`config.mk`:
```
export PLATFORM = sky130hd
export DESIGN_NAME = shift_cmd_queue
export DESIGN_NICKNAME = d
export VERILOG_FILES = /design/src/rtl/shift_cmd_queue.sv
export SDC_FILE = /design/constraint.sdc
export NUM_CORES = 1
export LEC_CHECK = 0
export BUFFER_PORTS_ARGS = -buffer_cell sky130_fd_sc_hd__buf_2
export CAP_MARGIN = 20
export CORE_UTILIZATION = 38
export CTS_CLUSTER_SIZE = 25
export DETAILED_ROUTE_END_ITERATION = 10
export GPL_TIMING_DRIVEN = 0
export SYNTH_ARGS = -nofsm -noshare
export SYNTH_HDL_FRONTEND = slang
export SYNTH_SLANG_ARGS = --single-unit
export TNS_END_PERCENT = 50
```
`constraint.sdc`:
```
create_clock -name clk -period 3.9 [get_ports clk]
set_clock_uncertainty 0.05 [all_clocks]
set_input_delay 0.39 -clock clk [delete_from_list [all_inputs] [get_ports clk]]
set_output_delay 0.39 -clock clk [all_outputs]
set_load 0.005 [all_outputs]
```
`src/rtl/shift_cmd_queue.sv`:
```
// Command FIFO in front of the barrel shifter: buffers {data, amt, dir, mode} commands,
// drops reserved-mode commands, and presents the oldest entry straight to the shifter inputs.
module shift_cmd_queue #(
    parameter int unsigned N     = 8,
    parameter int unsigned DEPTH = 4,
    parameter int unsigned AW    = 2
) (
    input  logic          clk,
    input  logic          rst,
    input  logic          in_valid,
    output logic          in_ready,
    input  logic [N-1:0]  in_data,
    input  logic [2:0]    in_amt,
    input  logic          in_dir,
    input  logic [1:0]    in_mode,
    output logic          out_valid,
    input  logic          out_ready,
    output logic [N-1:0]  d_in,
    output logic [2:0]    sft_amt,
    output logic          sft_dir,
    output logic [1:0]    mode,
    output logic [AW:0]   count,
    output logic          drop
);

    localparam int unsigned EW      = N + 6;
    localparam logic [AW:0] FullCnt = (AW + 1)'(DEPTH);

    logic [EW-1:0] mem_q [DEPTH];
    logic [EW-1:0] mem_d [DEPTH];
    logic [AW-1:0] wr_ptr_q, wr_ptr_d;
    logic [AW-1:0] rd_ptr_q, rd_ptr_d;
    logic [AW:0]   count_q, count_d;
    logic          drop_q, drop_d;
    logic          push_fire, pop_fire, store;
    logic [EW-1:0] head;

    // Ready depends only on stored count, never on out_ready.
    always_comb begin
        in_ready  = (count_q != FullCnt);
        out_valid = (count_q != '0);
        push_fire = in_valid && in_ready;
        store     = push_fire && (in_mode != 2'b11);
        pop_fire  = out_valid && out_ready;
        drop_d    = push_fire && (in_mode == 2'b11);
    end

    always_comb begin
        mem_d = mem_q;
        if (store) begin
            mem_d[wr_ptr_q] = {in_data, in_amt, in_dir, in_mode};
        end
    end

    always_comb begin
        wr_ptr_d = store    ? wr_ptr_q + AW'(1) : wr_ptr_q;
        rd_ptr_d = pop_fire ? rd_ptr_q + AW'(1) : rd_ptr_q;
        count_d  = count_q;
        unique case ({store, pop_fire})
            2'b10:   count_d = count_q + (AW + 1)'(1);
            2'b01:   count_d = count_q - (AW + 1)'(1);
            default: count_d = count_q;
        endcase
    end

    // Idle head reads all-zero so the shifter sees a stable command.
    always_comb begin
        head = out_valid ? mem_q[rd_ptr_q] : '0;
        {d_in, sft_amt, sft_dir, mode} = head;
        count = count_q;
        drop  = drop_q;
    end

    always_ff @(posedge clk) begin
        if (rst) begin
            wr_ptr_q <= '0;
            rd_ptr_q <= '0;
            count_q  <= '0;
            drop_q   <= 1'b0;
        end else begin
            wr_ptr_q <= wr_ptr_d;
            rd_ptr_q <= rd_ptr_d;
            count_q  <= count_d;
            drop_q   <= drop_d;
        end
    end

    always_ff @(posedge clk) begin
        mem_q <= mem_d;
    end

endmodule
```
==> parameters.txt <==
Parameter                              Value

Run status
  Run status    finished with violations
  Failing checks    design-rule violations

Timing
  Number of setup violations in the final report    0
  Max-slew violation count    0
  Total count of hold-check failures in the final report    0
  Slew HR    43.17%
  Clock period minus worst slack    2.647 ns
  Top achievable clock speed    0.3778 GHz
  Total negative setup slack    0 ns
  Setup repair after global routing missed its margin    no
  Crit share post-route    67.88%
  Transition time at the pin with the least slew margin    0.8459 ns

Power and ir drop
  Sequential Power Share    41.7%
  Power density cells    651.0 nW/um^2
  Net load switching power    552.8 uW
  Comb power frac    28.6%
  Clock share of power    29.7%
  Cell leakage power    1.131 nW
  Sw Share    27.42%
  Total chip power    2.016 mW
  Internal portion of total power    1.463 mW
  IR Drop Worst-Case VDD    0.0002802 V

Critical path
  Critical R2R Launch    count[2]$_SDFFE_PP0P_
  Reg-to-reg endpoint    count[2]$_SDFFE_PP0P_
  Worst R2R Path Depth    10
  Crit start category    register
  Register-to-register setup slack    1.29 ns
  Crit. path cell count    4
  CP Class    register to output pin
  Critical-path top delay cell    sky130_fd_sc_hd__nor3_1
  Critical path, cell by cell    nor3_1, clkbuf_1, and2b_1, buf_2
  CP bufs+invs    2
  CP max FO    10
  Critical path endpoint category    output pin
  Required arrival time at the worst endpoint    3.46 ns
  Crit-path leading delay family    simple AND/OR/NAND/NOR gates
  Worst setup path start    count[2]$_SDFFE_PP0P_
  End of the critical path    d_in[1]
  Peak per-stage delay on the critical path    0.71 ns
  Signal arrival time at the worst endpoint    2.21 ns

GRT
  Maximum number of pins on one net before global-route repair    15
  Global-route wire length before repair    7017 um
  Number of global-route vias before repair    1,431
  Global-route congestion overflow total    0
  Aggregate global-route resource usage    13.65%
  Number of antenna violations at the first check in global routing    0

Yosys
  Post-synthesis cell count    145
  Number of enable-type register cells in the synthesized netlist    56
  Most common flop cell mapped by yosys    sky130_fd_sc_hd__edfxtp_1
  Net Count, Synth    169
  Cell accounting for the most synthesized area    sky130_fd_sc_hd__edfxtp_1
  Number of synthesized register bits    64
  Sequential fraction of the synthesis area    70.60%
  Average footprint of a synthesized cell    17.99 sq um
  Leading cell types by total area after synthesis    sky130_fd_sc_hd__edfxtp_1 (64%), sky130_fd_sc_hd__mux4_2 (12%), sky130_fd_sc_hd__dfxtp_1 (6.1%)
  Area share of the largest cell type after synthesis    64.46%
  Mapped cell area    2609 sq um
  Number of unique standard cell types used by synthesis    27
  Ys Warns    0
  Fraction of registers with async set or reset after synthesis    0%

Clock network
  Longest Clk Path Bufs    2
  Clock latency on the worst-skew pair    0.34 ns
  Clock tree root driver cell    sky130_fd_sc_hd__clkbuf_8
  Clock Sink Count    64
  CTS Hold Buffers Added    0
  Post-cts resize count    0
  Number of levels in the clock H-tree    3
  TritonCTS clock tree    built
  Setup Fix Bufs, Post-CTS    0
  Clock slew at reported path FFs    0.07 ns
  CTS buffer count    9

Routing
  Drt via density    4.956
  Drt drc    2
  First drt pass iteration count    9
  Routed Antenna Nets    0
  Routed wire length    4350 um
  WL per Instance    15.88 um
  Vias    1,358
  Detailed Route Iter0 Violations    68

Finish
  Top library cells by usage in the layout, fill and taps aside    sky130_fd_sc_hd__edfxtp_1 (56), sky130_fd_sc_hd__buf_2 (38), sky130_fd_sc_hd__mux4_2 (14)
  Most common library cell in the layout ignoring fill and taps    sky130_fd_sc_hd__edfxtp_1
  Layout net count    216
  Fraction of final layout cells sized beyond drive strength 1    38.58%
  Area delta synth->final    18.71%
  Util after Layout    47.68%
  Number of antenna repair diodes    0

Floorplan
  Effective utilization at floorplan    40.17%
  Total core area    6495 sq um
  Top-level I/O count    38
  Site row count    29
  Die span in x    84.86 um
  Die area    7200 sq um
  Die outline height    84.86 um

Placement
  Weighted congestion at the end of routability-driven global placement    0.6515
  Input/output buffers    36
  Post-DP HPWL    2897 um

Job
  Max cap viols    0

Hold path
  Type of the tightest min-delay check    input pin to register
[area by class of cell]
cell class | count | area, sq um
inverter | 8 | 30.03
clock inverter | 6 | 83.83
tap | 77 | 96.34
multi-input combinational | 66 | 696.9
buffer | 7 | 40.04
clock buffer | 10 | 127.6
sequential | 64 | 1842
timing repair buffer | 36 | 180.2
fill | 552 | 3398
[flip-flops by register name, summed over array words and instances (netlist names)]
signal	cells
mem_q	56
count	3
rd_ptr_q	2
wr_ptr_q	2
drop	1
[power groups by stage]
stage / sequential (mW) / clock [mW] / combinational [mW]
5_1_grt: 0.848 / 0.643 / 0.654
6_report: 0.840 / 0.600 / 0.576
4_1_cts: 0.841 / 0.612 / 0.599
3_3_place_gp: 0.850 / 0 / 0.579
2_1_floorplan: 0.849 / 0 / 0.392
3_5_place_dp: 0.855 / 0 / 0.598
[Yosys cell counts, drive strengths merged, types with 4 or more instances]
master	number
and2	4
inv	8
dfxtp	8
and2b	4
nor2	6
nor2b	10
edfxtp	56
buf	4
ha	5
mux4	14
[through the flow]
step                area [sq um]  std cells  setup WS, ns  hold slack, ns
global route                3097        274        0.9096          0.2001
global placement            2885        258         1.387          0.4426
finish                      3097        274         1.253          0.2184
floorplan                   2609        145         1.422          0.4320
CTS                         3097        274         1.091          0.2007
detailed placement          2885        258         1.301          0.4757
[logic make-up (layout without fill, tap and decap cells)]
| logic type | count (synthesis) | after routing | synth area share (%) |
|---|---|---|---|
| muxes | 16 | 16 | 13.05 |
| AOI/OAI and AO/OA | 6 | 6 | 1.247 |
| buffers and inverters | 15 | 67 | 2.686 |
| and+or+nand+nor | 35 | 35 | 8.250 |
| xor gates and xnor gates | 3 | 3 | 1.007 |
| adders and majority gates | 6 | 6 | 3.165 |
| DFF | 64 | 64 | 70.60 |
[how the worst min path moves through the flow]
stage	cells past startpoint	start	endpoint	slack, ns
after global placement	2	wr_ptr_q[1]$_SDFFE_PP0P_	wr_ptr_q[1]$_SDFFE_PP0P_	0.44
after CTS	1	in_data[4]	mem_q[24]$_DFFE_PP_	0.20
after global routing	1	in_data[3]	mem_q[23]$_DFFE_PP_	0.20
after floorplan	2	wr_ptr_q[1]$_SDFFE_PP0P_	wr_ptr_q[1]$_SDFFE_PP0P_	0.43
after detailed placement	2	wr_ptr_q[1]$_SDFFE_PP0P_	wr_ptr_q[1]$_SDFFE_PP0P_	0.48
final	1	in_data[4]	mem_q[24]$_DFFE_PP_	0.22
[metal layers]
layer	part of all wire, %	global-route usage, %	vias to the layer above
li1	-	-	637
met1	43	15.83	677
met4	1.8	7.396	0
met3	4.9	4.280	8
met2	50	22.76	36
met5	0	0	-
Power figures use the tool's default switching activity.
